==> src/rtl/mips_ctrl_pkg.sv <==
// Shared types and encodings for the multicycle MIPS control unit.
package mips_ctrl_pkg;

   typedef enum logic [3:0] {
      FETCH    = 4'd0,
      DECODE   = 4'd1,
      MEMADR   = 4'd2,
      MEMRD    = 4'd3,
      MEMWB    = 4'd4,
      MEMWR    = 4'd5,
      EXECUTE  = 4'd6,
      ALUWB    = 4'd7,
      BRANCH   = 4'd8,
      ADDIEXEC = 4'd9,
      ADDIWB   = 4'd10,
      JUMP     = 4'd11,
      BNE      = 4'd12
   } statetype;

   typedef enum logic [1:0] {
      ALUOP_ADD   = 2'b00,
      ALUOP_SUB   = 2'b01,
      ALUOP_FUNCT = 2'b10
   } aluop_t;

   localparam logic [5:0] OP_RTYPE = 6'b000000;
   localparam logic [5:0] OP_J     = 6'b000010;
   localparam logic [5:0] OP_BEQ   = 6'b000100;
   localparam logic [5:0] OP_BNE   = 6'b000101;
   localparam logic [5:0] OP_ADDI  = 6'b001000;
   localparam logic [5:0] OP_LW    = 6'b100011;
   localparam logic [5:0] OP_SW    = 6'b101011;

   localparam logic [5:0] F_ADD = 6'b100000;
   localparam logic [5:0] F_SUB = 6'b100010;
   localparam logic [5:0] F_AND = 6'b100100;
   localparam logic [5:0] F_OR  = 6'b100101;
   localparam logic [5:0] F_SLT = 6'b101010;

   localparam logic [2:0] ALU_AND = 3'b000;
   localparam logic [2:0] ALU_OR  = 3'b001;
   localparam logic [2:0] ALU_ADD = 3'b010;
   localparam logic [2:0] ALU_SUB = 3'b110;
   localparam logic [2:0] ALU_SLT = 3'b111;

endpackage

==> src/rtl/alu_dec.sv <==
// ALU decoder: maps the FSM's aluop and the R-type funct field to an ALU operation.
module alu_dec
   import mips_ctrl_pkg::*;
(
   input  aluop_t      aluop,
   input  logic [5:0]  funct,
   output logic [2:0]  alucontrol
);

   always_comb begin
      alucontrol = ALU_ADD;
      case (aluop)
         ALUOP_SUB:   alucontrol = ALU_SUB;
         ALUOP_FUNCT: begin
            case (funct)
               F_ADD:   alucontrol = ALU_ADD;
               F_SUB:   alucontrol = ALU_SUB;
               F_AND:   alucontrol = ALU_AND;
               F_OR:    alucontrol = ALU_OR;
               F_SLT:   alucontrol = ALU_SLT;
               default: alucontrol = ALU_ADD;
            endcase
         end
         default:     alucontrol = ALU_ADD;
      endcase
   end

endmodule

==> src/rtl/mc_main_ctrl.sv <==
// Multicycle MIPS main controller: Moore FSM sequencing fetch/decode/execute,
// driving datapath selects and write enables, plus the ALU decoder.
module mc_main_ctrl
   import mips_ctrl_pkg::*;
#(
   parameter bit SUPPORT_BNE = 1'b1
)
(
   input  logic        clk,
   input  logic        reset,
   input  logic [5:0]  op,
   input  logic [5:0]  funct,
   input  logic        zero,
   output logic        memwrite,
   output logic        lord,
   output logic        irwrite,
   output logic        regdst,
   output logic        memtoreg,
   output logic        regwrite,
   output logic        alusrca,
   output logic [1:0]  alusrcb,
   output logic [1:0]  pcsrc,
   output logic [2:0]  alucontrol,
   output logic        pcen,
   output logic [3:0]  state,
   output logic        illegal
);

   statetype state_q, state_d, dstate;
   aluop_t   aluop;
   logic     pcwrite, branch, bnebr;
   logic     mw_raw, ir_raw, rw_raw, ill_raw;

   always_ff @(posedge clk) begin
      if (!reset) state_q <= FETCH;
      else        state_q <= state_d;
   end

   always_comb begin
      state_d = FETCH;
      ill_raw = 1'b0;
      case (state_q)
         FETCH:    state_d = DECODE;
         DECODE: begin
            case (op)
               OP_LW, OP_SW: state_d = MEMADR;
               OP_RTYPE:     state_d = EXECUTE;
               OP_BEQ:       state_d = BRANCH;
               OP_BNE: begin
                  state_d = SUPPORT_BNE ? BNE : FETCH;
                  ill_raw = !SUPPORT_BNE;
               end
               OP_ADDI:      state_d = ADDIEXEC;
               OP_J:         state_d = JUMP;
               default: begin
                  state_d = FETCH;
                  ill_raw = 1'b1;
               end
            endcase
         end
         MEMADR:   state_d = (op == OP_LW) ? MEMRD : MEMWR;
         MEMRD:    state_d = MEMWB;
         EXECUTE:  state_d = ALUWB;
         ADDIEXEC: state_d = ADDIWB;
         default:  state_d = FETCH;
      endcase
   end

   // While reset is held the datapath sees FETCH selects; enables are gated below.
   assign dstate = reset ? state_q : FETCH;

   always_comb begin
      mw_raw   = 1'b0;
      ir_raw   = 1'b0;
      rw_raw   = 1'b0;
      pcwrite  = 1'b0;
      branch   = 1'b0;
      bnebr    = 1'b0;
      lord     = 1'b0;
      regdst   = 1'b0;
      memtoreg = 1'b0;
      alusrca  = 1'b0;
      alusrcb  = 2'b00;
      pcsrc    = 2'b00;
      aluop    = ALUOP_ADD;
      case (dstate)
         FETCH: begin
            ir_raw  = 1'b1;
            pcwrite = 1'b1;
            alusrcb = 2'b01;
         end
         DECODE:   alusrcb = 2'b11;
         MEMADR, ADDIEXEC: begin
            alusrca = 1'b1;
            alusrcb = 2'b10;
         end
         MEMRD:    lord = 1'b1;
         MEMWB: begin
            rw_raw   = 1'b1;
            memtoreg = 1'b1;
         end
         MEMWR: begin
            lord   = 1'b1;
            mw_raw = 1'b1;
         end
         EXECUTE: begin
            alusrca = 1'b1;
            aluop   = ALUOP_FUNCT;
         end
         ALUWB: begin
            regdst = 1'b1;
            rw_raw = 1'b1;
         end
         ADDIWB:   rw_raw = 1'b1;
         BRANCH, BNE: begin
            alusrca = 1'b1;
            pcsrc   = 2'b01;
            aluop   = ALUOP_SUB;
            branch  = (dstate == BRANCH);
            bnebr   = (dstate == BNE);
         end
         JUMP: begin
            pcsrc   = 2'b10;
            pcwrite = 1'b1;
         end
         default:  alusrcb = 2'b01;
      endcase
   end

   assign memwrite = reset & mw_raw;
   assign irwrite  = reset & ir_raw;
   assign regwrite = reset & rw_raw;
   assign illegal  = reset & ill_raw;
   assign pcen     = reset & (pcwrite | (branch & zero) | (bnebr & ~zero));
   assign state    = state_q;

   alu_dec u_alu_dec (
      .aluop      (aluop),
      .funct      (funct),
      .alucontrol (alucontrol)
   );

endmodule

==> config.mk <==
export PLATFORM = sky130hd
export DESIGN_NAME = mc_main_ctrl
export DESIGN_NICKNAME = d
export VERILOG_FILES = /design/src/rtl/mips_ctrl_pkg.sv /design/src/rtl/alu_dec.sv /design/src/rtl/mc_main_ctrl.sv
export SDC_FILE = /design/constraint.sdc
export NUM_CORES = 1
export LEC_CHECK = 0
export CAP_MARGIN = 30
export CELL_PAD_IN_SITES_DETAIL_PLACEMENT = 1
export CELL_PAD_IN_SITES_GLOBAL_PLACEMENT = 2
export CORE_ASPECT_RATIO = 1.2
export CORE_MARGIN = 10
export CORE_UTILIZATION = 22
export CTS_BUF_LIST = sky130_fd_sc_hd__clkbuf_4 sky130_fd_sc_hd__clkbuf_8
export DETAILED_ROUTE_END_ITERATION = 8
export PLACE_DENSITY_LB_ADDON = 0.1
export SETUP_SLACK_MARGIN = 0.5
export SLEW_MARGIN = 25
export SYNTH_ARGS = -nofsm -noshare
export SYNTH_HDL_FRONTEND = slang
export SYNTH_SLANG_ARGS = --single-unit
==> constraint.sdc <==
create_clock -name clk -period 4.7 [get_ports clk]
set_clock_uncertainty 0.15 [all_clocks]
set_input_delay 0.94 -clock clk [delete_from_list [all_inputs] [get_ports clk]]
set_output_delay 0.94 -clock clk [all_outputs]
set_load 0.05 [all_outputs]
==> results of run 1 <==
==> cell families after synthesis <==
kind of cell    count (synthesis)  share of synthesized area, %
mux                             1                         1.452
flops                           4                         11.62
xor+xnor                        2                         2.541
buf+inv                        17                         12.70
compound gates                 21                         22.50
simple gates                   50                         45.55
fa+ha+maj                       2                         3.629
==> worst reg2reg max path, stage by stage, from the launching register on <==
cell and delay [ns]:
dfxtp_1 0.72, nor4bb_1 0.50, o31ai_1 0.16, a31oi_1 0.18
==> routing by layer <==
layer  vias to the layer above  part of all wire (%)  routed length, um
met1                       414                    38               1012
met2                        15                    57               1523
met5                         -                     0                  0
met3                         0                   5.0                134
met4                         0                     0                  0
li1                        420                     -                  -
==> per-stage QoR <==
| stage | setup WS (ns) | utilization [%] | area, um2 | instances | hold WS [ns] |
|---|---|---|---|---|---|
| floorplan | 0.6800 | - | 689.4 | 97 | 0.7355 |
| global placement | 0.4769 | 33.93 | 1027 | 160 | 0.6250 |
| detailed placement | 0.4536 | 33.93 | 1027 | 160 | 0.5971 |
| CTS | 0.6478 | 34.63 | 1049 | 163 | 0.6096 |
| global route | 0.5566 | 34.63 | 1049 | 163 | 0.6299 |
| finish | 0.6600 | 34.63 | 1049 | 163 | 0.5948 |
==> power by group through the flow <==
stage | Combinational [mW] | Sequential [mW] | Clock (mW)
floorplan | 0.0353 | 0.0405 | 0
global placement | 0.0616 | 0.0404 | 0
detailed placement | 0.0617 | 0.0403 | 0
CTS | 0.0615 | 0.0398 | 0.0424
global route | 0.0650 | 0.0402 | 0.0463
finish | 0.0608 | 0.0398 | 0.0405
==> layout make-up <==
type	count	area, um2
Clock buffer	3	22.52
Timing Repair Buffer	36	349.1
Tap cell	36	45.04
Fill cell	392	1979
Multi-Input combinational cell	76	521.8
Inverter	8	30.03
Sequential cell	4	80.08
==> how the worst min path moves through the flow <==
stage,end
2_1_floorplan,state[1]
3_3_place_gp,state[0]
3_5_place_dp,state[0]
4_1_cts,state[0]
5_1_grt,state[0]
6_report,state[0]
==> layout by cell type, fill, tap and decap left out, types with 2 or more instances in the layout <==
cell type,instances
buf_4,4
nand2b_1,2
clkdlybuf4s50_1,31
o21ai_0,3
a31oi_1,2
o31ai_1,2
nor3_1,5
nand4_1,2
nor2_1,8
nand2_1,6
a21boi_0,2
inv_1,8
nor2b_1,4
nor4b_2,3
o22ai_1,2
a21oi_1,2
o211ai_1,3
nor4bb_1,2
nor3b_1,2
clkbuf_4,3
nand3_1,6
ha_1,2
nor4_1,2
dfxtp_1,4
and3_1,2
==> results.toml, run 1 <==
[pwr]
ir_worst_vdd_mv = 0.05757
switchingPower_mw = 0.05028
power_mw = 0.1411
power.density_nw_per_um2 = 134.6
power.leakage_nw = 0.3636
p_int_mw = 0.09086
clockPowerShare_pct = 28.7
combPwrFrac_pct = 43.1
sw_frac_of_total_pct = 35.63
pwr-share-seq_pct = 28.2

[final_layout]
diodes = 0
syn2layout_area_growth_pct = 52.09
nets = 146
largest_register_ffs = 4
drive_gt1_share_pct = 11.02

[synthesis]
yosysSeqAreaShare_pct = 11.62
synth_nets = 114
synthArstFlopShare_pct = 0
synthTopCellsByArea = "dfxtp_1 (12%), nor4b_2 (6.5%), nand3_1 (4.4%)"
ys_ff_latch = 4
syn_avg_cell_area_um2 = 7.107
syn-instance-count = 97
yosysUniqueCellTypes = 41
yosysWarnings = 0
synth_edf_count = 0
synth-main-ff-cell = "dfxtp_1"
ys_top_cells_by_count = "inv_1 (8), nor2_1 (8), nand2_1 (6), nand3_1 (6), nor3_1 (5)"
yosys.area.top_type = "dfxtp_1"
syn_area_um2 = 689.4
netlist.area_leader.share_pct = 11.62

[setup_path]
cp.depth = 6
crit_chain = "clkdlybuf4s50_1, nand3_1, inv_1, ha_1, a211o_1, clkdlybuf4s50_1"
max_stage_delay_ns = 0.70
rr_worst_depth = 3
setup.worst_path.start = "reset"
worstPathArrival_ns = 2.95
cp_num_buf_inv = 3
start_kind = "primary input"
cp.required_ns = 3.61
worstSetupEndpoint = "alucontrol[1]"
crit_top_cell = "clkdlybuf4s50_1"
r2r_start = "state[1]"
cp_top_family = "buffers and inverters"
crit_path_top_delay_cell = "clkdlybuf4s50_1"
worstSetupPathType = "primary input to output port"
r2r-end = "state[1]"
r2r_setup_slack_ns = 2.91
path_max_fanout = 3
crit_path_end_kind = "output port"

[clocking]
cts_tree = "built"
htree_levels = 1
postCtsHoldBufs = 0
numCtsBuffers = 3
cts-root-buf = "clkbuf_4"
clock_latency_ns = 0.23
post_cts_buffers = 0
cts_resized = 1
clockBufferDepth = 2
clk_pin_slew_ns = 0.03
clock-sinks = 4

[routing]
avgRoutedWirePerCell_um = 16.37
wirelength_mm = 2.669
drtAntennaViolNets = 0
drtPass1Iterations = 6
vias = 849
viasPerCell = 5.209
drt_iter0_markers = 16
drcViolationCount = 0

[flow_run]
maxCapViolations = 0

[timing]
finalCriticalPeriod_ns = 4.040
rsz0062_at_grt = "no"
finalHoldViolCount = 0
maxSlewHeadroom_pct = 56.74
tns_ns = 0
fmax_mhz = 247.5
setup_viol = 0
period_share_pct = 85.96
tightest_slew_ns = 0.6481
maxSlewViolCount = 0

[place]
dp_hpwl_mm = 2.159
gp_congestion = 0.7097
io_buffer_count = 34

[floorplanning]
rows = 22
core_um2 = 3028
start_util_pct = 22.77
die_x_um = 71.10
ios = 35
fp.dieH_um = 81.32
dieArea_um2 = 5782

[grt]
antenna_found_initial = 0
grt_util_met1_pct = 8.362
overflow = 0
grt-busiest-layer = "met2"
met3_usage_pct = 1.829
gr-usage-met2_pct = 16.93
grt_pass1_vias = 886
gr-usage-all-layers_pct = 8.552
grt_pass1_wl_mm = 4.160
grt_max_degree = 20

[worst_hold_path]
worstHoldPathType = "flop to flop"
hp-start = "state[0]"
holdPathStages = 1

[outcome]
status = "finished, final reports clean"
Note: power is estimated with default switching activity, not from simulation.
==> run 2: changes to the inputs <==
--- a/config.mk
+++ b/config.mk
@@ -7,10 +7,10 @@
 export LEC_CHECK = 0
 export CAP_MARGIN = 30
 export CELL_PAD_IN_SITES_DETAIL_PLACEMENT = 1
-export CELL_PAD_IN_SITES_GLOBAL_PLACEMENT = 2
+export CELL_PAD_IN_SITES_GLOBAL_PLACEMENT = 1
 export CORE_ASPECT_RATIO = 1.2
 export CORE_MARGIN = 10
-export CORE_UTILIZATION = 22
+export CORE_UTILIZATION = 30
 export CTS_BUF_LIST = sky130_fd_sc_hd__clkbuf_4 sky130_fd_sc_hd__clkbuf_8
 export DETAILED_ROUTE_END_ITERATION = 8
 export PLACE_DENSITY_LB_ADDON = 0.1
==> run 2 against run 1 <==
Compared with the run above: routed wire length decreased by 9.4%; critical path type unchanged; final cell count decreased by 4.3%; critical path depth unchanged; highest routed layer is now met4; combinational power decreased by 1%; final area decreased by 1.4%.
==> results.toml, run 2 (same netlist as run 1, synthesis figures left out) <==
[grt]
grt_max_degree = 20
gr-usage-all-layers_pct = 10.19
grt_pass1_vias = 900
grt_pass1_wl_mm = 4.057
antenna_found_initial = 0
overflow = 0

[routing]
viasPerCell = 5.333
drtPass1Iterations = 4
drcViolationCount = 0
wirelength_mm = 2.419
vias = 832
drt_iter0_markers = 18
avgRoutedWirePerCell_um = 15.51
drtAntennaViolNets = 0

[place]
gp_congestion = 0.8256
place_inst = 153
io_buffer_count = 34
dp_hpwl_mm = 1.956

[clocking]
clock_latency_ns = 0.23
numCtsBuffers = 3
clockBufferDepth = 2
clk_pin_slew_ns = 0.04
clock-sinks = 4
cts_tree = "built"
post_cts_buffers = 0
htree_levels = 1
cts-root-buf = "clkbuf_4"

[final_layout]
fin_cells = 156
fin_util_pct = 48.82
drive_gt1_share_pct = 10.32
diodes = 0
mostFrequentLayoutCell = "clkdlybuf4s50_1"
syn2layout_area_growth_pct = 49.91
final_cell_mix = "clkdlybuf4s50_1 (31), inv_1 (8), nor2_1 (8)"
largest_register_ffs = 4
nets = 145

[setup_path]
crit_top_cell = "clkdlybuf4s50_1"
cp_top_family = "buffers and inverters"
worstSetupPathType = "primary input to output port"
crit_chain = "clkdlybuf4s50_1, nand3_1, inv_1, ha_1, a211o_1, clkdlybuf4s50_1"
start_kind = "primary input"
cp.required_ns = 3.61
worstPathArrival_ns = 2.93
cp_num_buf_inv = 3
max_stage_delay_ns = 0.71
crit_path_top_delay_cell = "clkdlybuf4s50_1"
path_max_fanout = 3
crit_path_end_kind = "output port"

[floorplanning]
ios = 35
core_um2 = 2117
die_x_um = 63.76
rows = 18
dieArea_um2 = 4624
start_util_pct = 32.57
fp.dieH_um = 72.52

[timing]
maxSlewViolCount = 0
finalCriticalPeriod_ns = 4.016
fmax_mhz = 249.0
tns_ns = 0
period_share_pct = 85.46
tightest_slew_ns = 0.6180
rsz0062_at_grt = "no"
setup_viol = 0
maxSlewHeadroom_pct = 58.74
finalHoldViolCount = 0

[outcome]
status = "finished, final reports clean"

[pwr]
ir_worst_vdd_mv = 0.1141
power.density_nw_per_um2 = 137.0
power.leakage_nw = 0.3588

[worst_hold_path]
worstHoldPathType = "flop to flop"

[flow_run]
maxCapViolations = 0
## run 2: power breakdown
part	switching (mW)	total, mW	internal, mW
registers	0.00422	0.0394	0.0352
logic	0.0332	0.0599	0.0267
clock network	0.0137	0.0422	0.0285
## run 2: layout make-up
cell class                      instances  area [um2]
Tap cell                               30       37.54
Sequential cell                         4       80.08
Multi-Input combinational cell         76       521.8
Timing Repair Buffer                   35       341.6
Inverter                                8       30.03
Clock buffer                            3       22.52
Fill cell                             291        1084
## run 2: path summary, 6_finish.rpt
| path | from | to | slack (ns) | depth (start not counted) |
|---|---|---|---|---|
| max reg2reg | state[1] | state[2] | 2.99 | 3 |
| max | reset | alucontrol[1] | 0.68 | 6 |
| min | state[0] | state[0] | 0.55 | 1 |
| min reg2reg | state[0] | state[0] | 0.55 | 1 |
## run 2: through the flow
step | instance area, um2 | worst slack, ns | hold slack [ns] | power (mW)
5_1_grt | 1033 | 0.5699 | 0.6041 | 0.1503
2_1_floorplan | 689.4 | 0.6800 | 0.7355 | 0.07582
3_3_place_gp | 1012 | 0.4867 | 0.5316 | 0.09944
6_report | 1033 | 0.6835 | 0.5461 | 0.1415
3_5_place_dp | 1012 | 0.4444 | 0.5430 | 0.1004
4_1_cts | 1033 | 0.6572 | 0.5498 | 0.1443
## run 2: timing repair
item,4_1_cts,5_1_grt
hold buffers,0,0
hold endpoints to repair,0,0
gates resized for setup,1,0
setup endpoints to repair,1,0
## run 2: layer usage
layer  vias to the layer above  global-route usage [%]  part of all wire (%)
li1                        418                       -                     -
met1                       385                   11.07                    42
met2                        25                   18.12                    50
met3                         4                   2.458                   6.4
met4                         0                   4.866                   1.3
met5                         -                       0                     0
